==> config.mk <==
export PLATFORM = sky130hd
export DESIGN_NAME = dmem_arbiter
export DESIGN_NICKNAME = d
export VERILOG_FILES = /design/src/rtl/dmem_pkg.sv /design/src/rtl/rr_arb2.sv /design/src/rtl/dmem_arbiter.sv
export SDC_FILE = /design/constraint.sdc
export NUM_CORES = 1
export LEC_CHECK = 0
export ABC_AREA = 1
export BUFFER_PORTS_ARGS = -buffer_cell sky130_fd_sc_hd__buf_2
export CAP_MARGIN = 30
export CORE_ASPECT_RATIO = 0.9
export CORE_MARGIN = 2
export CORE_UTILIZATION = 30
export CTS_CLUSTER_SIZE = 16
export DETAILED_ROUTE_END_ITERATION = 10
export PLACE_DENSITY = 0.81
export SLEW_MARGIN = 20
export SYNTH_ARGS = -nofsm -noshare
export SYNTH_HDL_FRONTEND = slang
export SYNTH_SLANG_ARGS = --single-unit
==> constraint.sdc <==
create_clock -name clock -period 4.5 [get_ports clock]
set_clock_uncertainty 0.1 [all_clocks]
set_input_delay 0.9 -clock clock [delete_from_list [all_inputs] [get_ports clock]]
set_output_delay 0.9 -clock clock [all_outputs]
set_load 0.05 [all_outputs]
==> src/rtl/dmem_pkg.sv <==
// Shared constants for the data-memory path: dmem geometry and requester port indices.
package dmem_pkg;

  localparam int unsigned DMEM_ADDR_W = 12;
  localparam int unsigned DMEM_DATA_W = 32;

  localparam int unsigned PORT_CPU = 0;
  localparam int unsigned PORT_LDR = 1;

endpackage

==> src/rtl/rr_arb2.sv <==
// Two-way round-robin picker: on contention the port that did not win last time is granted.
module rr_arb2 (
  input  logic [1:0] req,
  input  logic       last,
  output logic [1:0] gnt,
  output logic       sel
);

  always_comb begin
    gnt = 2'b00;
    sel = 1'b0;
    unique case (req)
      2'b01: gnt = 2'b01;
      2'b10: begin
        gnt = 2'b10;
        sel = 1'b1;
      end
      2'b11: begin
        if (last) begin
          gnt = 2'b01;
        end else begin
          gnt = 2'b10;
          sel = 1'b1;
        end
      end
      default: ;
    endcase
  end

endmodule

==> src/rtl/dmem_arbiter.sv <==
// Shares the single-ported dmem between the processor data port and the loader/debug port,
// returning read data to whichever port issued the read and counting contention cycles.
module dmem_arbiter
  import dmem_pkg::*;
#(
  parameter int unsigned ADDR_W = DMEM_ADDR_W,
  parameter int unsigned DATA_W = DMEM_DATA_W,
  parameter int unsigned CNT_W  = 16
) (
  input  logic              clock,
  input  logic              reset,
  input  logic              req0,
  input  logic              we0,
  input  logic [ADDR_W-1:0] addr0,
  input  logic [DATA_W-1:0] wdata0,
  input  logic              req1,
  input  logic              we1,
  input  logic [ADDR_W-1:0] addr1,
  input  logic [DATA_W-1:0] wdata1,
  output logic              gnt0,
  output logic              gnt1,
  output logic              rvalid0,
  output logic              rvalid1,
  output logic [DATA_W-1:0] rdata,
  output logic [ADDR_W-1:0] mem_address,
  output logic [DATA_W-1:0] mem_data,
  output logic              mem_wren,
  input  logic [DATA_W-1:0] mem_q,
  output logic [CNT_W-1:0]  conflicts
);

  logic [1:0]       req_v;
  logic [1:0]       gnt;
  logic             sel;
  logic             last_q, last_d;
  logic             rvalid0_q, rvalid0_d;
  logic             rvalid1_q, rvalid1_d;
  logic [CNT_W-1:0] conflicts_q, conflicts_d;

  // Requests are masked while reset is low so nothing reaches dmem during reset.
  assign req_v = {req1 & reset, req0 & reset};

  rr_arb2 u_rr_arb2 (
    .req  (req_v),
    .last (last_q),
    .gnt  (gnt),
    .sel  (sel)
  );

  assign gnt0 = gnt[PORT_CPU];
  assign gnt1 = gnt[PORT_LDR];

  always_comb begin
    mem_address = '0;
    mem_data    = '0;
    mem_wren    = 1'b0;
    unique case (gnt)
      2'b01: begin
        mem_address = addr0;
        mem_data    = wdata0;
        mem_wren    = we0;
      end
      2'b10: begin
        mem_address = addr1;
        mem_data    = wdata1;
        mem_wren    = we1;
      end
      default: ;
    endcase
  end

  always_comb begin
    last_d      = (|gnt) ? sel : last_q;
    rvalid0_d   = gnt[PORT_CPU] & ~we0;
    rvalid1_d   = gnt[PORT_LDR] & ~we1;
    conflicts_d = conflicts_q;
    if (req0 && req1 && (conflicts_q != {CNT_W{1'b1}})) begin
      conflicts_d = conflicts_q + 1'b1;
    end
  end

  always_ff @(posedge clock or negedge reset) begin
    if (!reset) begin
      last_q      <= 1'b1;
      rvalid0_q   <= 1'b0;
      rvalid1_q   <= 1'b0;
      conflicts_q <= '0;
    end else begin
      last_q      <= last_d;
      rvalid0_q   <= rvalid0_d;
      rvalid1_q   <= rvalid1_d;
      conflicts_q <= conflicts_d;
    end
  end

  assign rvalid0   = rvalid0_q;
  assign rvalid1   = rvalid1_q;
  assign rdata     = mem_q;
  assign conflicts = conflicts_q;

endmodule

Word level (Yosys, flattened, before mapping)
Index checks and enable logic that the tools add are counted.
- muxes and demuxes: 7
- multipliers: 0
- equality and inequality tests: 6
- $add $sub $neg: 1
- divide/modulo/power cells: 0
- shift operators: 0
- bitwise gates (word level): 6
- $lt $le $gt $ge: 0
- reduce and logical (&&, ||, !) cells: 3
- operators by type and width (kind ; number):
    one-hot mux 32 bit (2 select lines) ; 1
    one-hot mux 12 bit (2 select lines) ; 1
    adder 16 x 1 -> 16 bit (second input constant) ; 1
    inequality test 16 bit (second input constant) ; 1
    == test 2 bit (second input constant) ; 3
    one-hot mux 2 bit (3 select lines) ; 1
    AND 1 bit ; 4
    == test 2 x 1 -> 1 bit (second input constant) ; 2
    one-hot mux 1 bit (2 select lines) ; 2
    logical AND 1 bit ; 2
    2-to-1 mux 2 bit ; 1
    NOT 1 bit ; 2
    OR reduction 2 bit ; 1
    2-to-1 mux 1 bit ; 1
- latch bits: 0
- word-level logic and storage cells: 27
- bits in writable memories: 0
- input bits: 126
- memories: 0
- output and inout port bits: 97
- ROM bits: 0
- bits in registers: 19

Longest topological paths before layout
- depth after elaboration: 5
- depth in mapped cells: 9
- gate-level depth less buffers: 9

Cells and area by module
A second synthesis with hierarchy kept.
- cells, all modules: 355
- area, all modules: 2112.0 um^2
- modules (own cells, without submodules) (module ; area each (um^2) ; sequential area each (um^2) ; cells each ; times used):
    dmem_arbiter ; 2087.0 ; 476.7 ; 349 ; 1
    rr_arb2 ; 25.0 ; 0.0 ; 6 ; 1

Worst setup path after synthesis
No wires, ideal clock.
- kind: input to output
- start: input port req1
- end: output port mem_address[10]
- setup slack: 0.074 ns
- arrival: 3.426 ns
- stages on the path: 7
- data required time: 3.500 ns
- buffers on the path: 2
- path through: nand2_1 a21oi_1 ha_1 clkbuf_1 clkbuf_1 nand2_1 a21oi_1
- longest elaborated chain between the ends: 5
- elaborated cells on any way between the ends: 8
- classes of those cells: 5 x eq/ne; 2 x mux; 1 x bitwise
- RTL lines (what ; RTL line ; source):
    start: declaration ; dmem_arbiter.sv:16 ; input logic req1,
    AND 1 bit (*) ; dmem_arbiter.sv:41 ; assign req_v = {req1 & reset, req0 & reset};
    == test 2 bit or == test 2 x 1 -> 1 bit (tied branches) ; rr_arb2.sv:12 ; unique case (req)
    one-hot mux 2 bit (3 select lines) (*) ; rr_arb2.sv:12 ;
    named net gnt1 ; dmem_arbiter.sv:21 ; output logic gnt1,
    == test 2 bit or == test 2 x 1 -> 1 bit (tied branches) ; dmem_arbiter.sv:57 ; unique case (gnt)
    one-hot mux 12 bit (2 select lines) (*) ; dmem_arbiter.sv:57 ;
    end: declaration ; dmem_arbiter.sv:25 ; output logic [ADDR_W-1:0] mem_address,
Mark *: on every way through the listed nets, which the timed path passes. The rest lies on a longest branch.

Worst setup path in the final report
- start: input port reset
- end: output port mem_data[3]
- longest elaborated chain between the ends: 5
- elaborated cells on any way between the ends: 9
- classes of those cells: 5 x eq/ne; 2 x mux; 2 x bitwise
- RTL lines (what ; RTL line ; source):
    start: declaration ; dmem_arbiter.sv:11 ; input logic reset,
    AND 1 bit ; dmem_arbiter.sv:41 ;
    == test 2 bit or == test 2 x 1 -> 1 bit (tied branches) ; rr_arb2.sv:12 ;
    one-hot mux 2 bit (3 select lines) (*) ; rr_arb2.sv:12 ;
    == test 2 bit or == test 2 x 1 -> 1 bit (tied branches) ; dmem_arbiter.sv:57 ;
    one-hot mux 32 bit (2 select lines) (*) ; dmem_arbiter.sv:57 ;
    end: declaration ; dmem_arbiter.sv:26 ; output logic [DATA_W-1:0] mem_data,
Every way passes the cells marked *; elsewhere a longest branch is shown, timed or not.

==> reports/results.txt <==
wire length per cell after detailed routing = 14.2 um
kind of path behind the tightest hold check = primary input to async pin
GRT Util Overall = 19.0%
maximum fanout count along the critical path = 45
GRT overflow = 0
detailed-route wire length = 8000 um
Post-Synth XOR/XNOR Area = 2.54%
count of vias placed by the detailed router = 2660
GR peak layer = met2
Max Cap Viol = 0
largest net degree at the start of global routing = 46
number of warnings issued by yosys = 0
Port-buffer cells = 158
via density per instance = 4.71
initial antenna violation count = 1
via count of the first global-routing pass = 2106
met3 Use GR = 5.42%
met1 usage = 22.5%
simple logic cell fraction of the synthesized area = 40.0%
first-pass GRT wire length = 11200 um
Period minus WS final = 3.72 ns
Yosys top cell area share = 28.8%
ANT nets after route = 0
count of flip-flops with a built-in enable after synthesis = 0
area overhead of the layout relative to synthesis = 32.7%
most frequently used cell type in the post-synthesis netlist = sky130_fd_sc_hd__nand2_1
gate family responsible for the most delay along the worst path = buffers and inverters
endpoint class of the critical path = output pin
arrival time reported for the critical path endpoint = 2.72 ns
cell chosen for the clock root = sky130_fd_sc_hd__clkbuf_8
post-CTS resize count = 0
clock net sink count = 19
I/O Pins = 223
standard cell with the maximum stage delay on the critical path = sky130_fd_sc_hd__inv_2
htree depth = 1
asr flop ratio synth = 100%
final net count = 605
maximum buffer depth of the clock tree = 2
final setup fails = 0
multiplexer share of the synthesized area = 0%
CTS tree = built
area of the core region = 6620 um2
fmax = 0.268 GHz
Final Hold Vio Count = 0
number of unique standard cell types used by synthesis = 21
Slowest Stage Delay on Critical Path = 0.51 ns
reported leakage power = 1.49 nW
gpl congestion = 0.895
run status = finished clean
Post-synth top flop = sky130_fd_sc_hd__dfrtp_1
global routing usage on met2 = 33.8%
post-synthesis instance area = 2070 um2
Hold Buf Count CTS = 0
data required time of the worst path = 3.50 ns
total buffers and inverters traversed by the critical path = 4
number of optimization iterations in the first detailed-route pass = 5
power per standard cell area = 253 nW/um2
cell type with the highest aggregate area in the netlist = sky130_fd_sc_hd__nand2_1
worst ir drop on vdd = 135 uV
final clock period utilization by the worst path = 82.8%
sequence of cells on the critical path = buf_2 > nand2_1 > a21oi_1 > inv_1 > ha_1 > inv_2 > a21oi_1 > buf_2
source-to-sink clock delay at the later pin of the worst-skew pair = 0.26 ns
starting density of the core = 31.3%
Mean Syn Cell Area = 5.81 um2
adder-cell area share of the yosys netlist = 2.42%
transition at the pin with the smallest max-transition slack = 0.700 ns
DIE HEIGHT = 82.8 um
Total Power = 694 uW
accumulated negative setup slack = 0 ns
area fraction in compound gates after synthesis = 12.7%
Worst Setup Start Kind = primary input
Reg clk slew, reported paths = 0.07 ns
total die area = 7580 um2
fraction of layout instances using a drive strength above 1 = 37.3%
top area cells in the synthesized netlist = sky130_fd_sc_hd__nand2_1, sky130_fd_sc_hd__dfrtp_1, sky130_fd_sc_hd__buf_4
number of buffers created by CTS = 3
violation count after the first detailed-routing iteration = 153
headroom to the max-slew limit = 53.3%
post-CTS setup repair buffer count = 0
category of the critical setup timing path = primary input to output pin
dominant combinational cell family by area after synthesis = simple AND/OR/NAND/NOR gates
synthesized flop and latch total = 19
final-report max-slew violation count = 0
Placement Rows = 28
setup repair after global routing missed its margin = no
post-detailed-placement half-perimeter wirelength = 6750 um
number of DRC violations after detailed routing = 0
most instantiated cells after synthesis = sky130_fd_sc_hd__nand2_1, sky130_fd_sc_hd__a21oi_1, sky130_fd_sc_hd__buf_4, sky130_fd_sc_hd__inv_1, sky130_fd_sc_hd__nor2_1
proportion of synthesized chip area in sequential cells = 23.0%
post-synth net total = 486
synthesized instance count = 356
floorplan die width = 91.6 um
## placed cells by master (no fill, tap or decap), drive strengths merged, types with 3 or more instances in the layout
cell	n
o21ai	5
nand2	163
xor2	3
xnor2	3
nand4	8
dfrtp	18
nor2	25
ha	4
clkbuf	4
buf	161
inv	24
a21oi	46
nand3	9
## state kept, by name (all words and copies together) (netlist names)
| name | flops |
|---|---|
| conflicts | 16 |
| rvalid0 | 1 |
| last_q | 1 |
| rvalid1 | 1 |
## report_power, final
group	switching (mW)	total, mW	internal, mW
Combinational	0.252	0.347	0.0954
Clock	0.0572	0.120	0.0631
Sequential	0.0331	0.227	0.194
Total	0.342	0.694	0.352
## worst paths after layout
| path | startpoint | end | slack [ns] | depth (start not counted) |
|---|---|---|---|---|
| hold / removal | reset | conflicts[6]$_DFFE_PN0P_ | 0.38 | 1 |
| hold reg to reg | last_q$_DFFE_PN1P_ | last_q$_DFFE_PN1P_ | 0.39 | 2 |
| setup reg to reg | conflicts[0]$_DFFE_PN0P_ | conflicts[3]$_DFFE_PN0P_ | 2.56 | 7 |
| min in group clock | last_q$_DFFE_PN1P_ | last_q$_DFFE_PN1P_ | 0.39 | 2 |
| setup / recovery | reset | mem_data[3] | 0.78 | 8 |
| max in group asynchronous | reset | last_q$_DFFE_PN1P_ | 3.42 | 2 |
## kinds of logic after synthesis
kind of cell | Yosys count
buffers and inverters | 71
AOI/OAI and AO/OA | 51
DFF | 19
and+or+nand+nor | 205
xor gates and xnor gates | 6
adders and majority gates | 4
## area by class of cell
type                       count  area, um2
antenna                        1       2.50
clock buffer                   4       45.0
fill                         704       3870
inverter                      24       90.1
multi-input combinational    266       1190
sequential                    19        477
tap                           90        113
timing repair buffer         161        826
## metrics by stage
step	utilization (%)	instance area, um2	hold WS, ns	instances	setup slack [ns]
floorplan	-	2070	0.367	356	0.0741
global placement	40.8	2700	0.383	560	0.846
detailed placement	40.8	2700	0.387	560	0.749
CTS	41.4	2740	0.385	564	0.750
global route	41.5	2750	0.393	565	0.556
finish	41.5	2750	0.382	565	0.775
## layer usage
| metal | vias up | wire (um) |
|---|---|---|
| met1 | 1189 | 2970 |
| met2 | 140 | 4210 |
| li1 | 1318 | - |
| met4 | 0 | 142 |
| met3 | 13 | 678 |
| met5 | - | 0 |
Note: power is estimated with default switching activity, not from simulation.
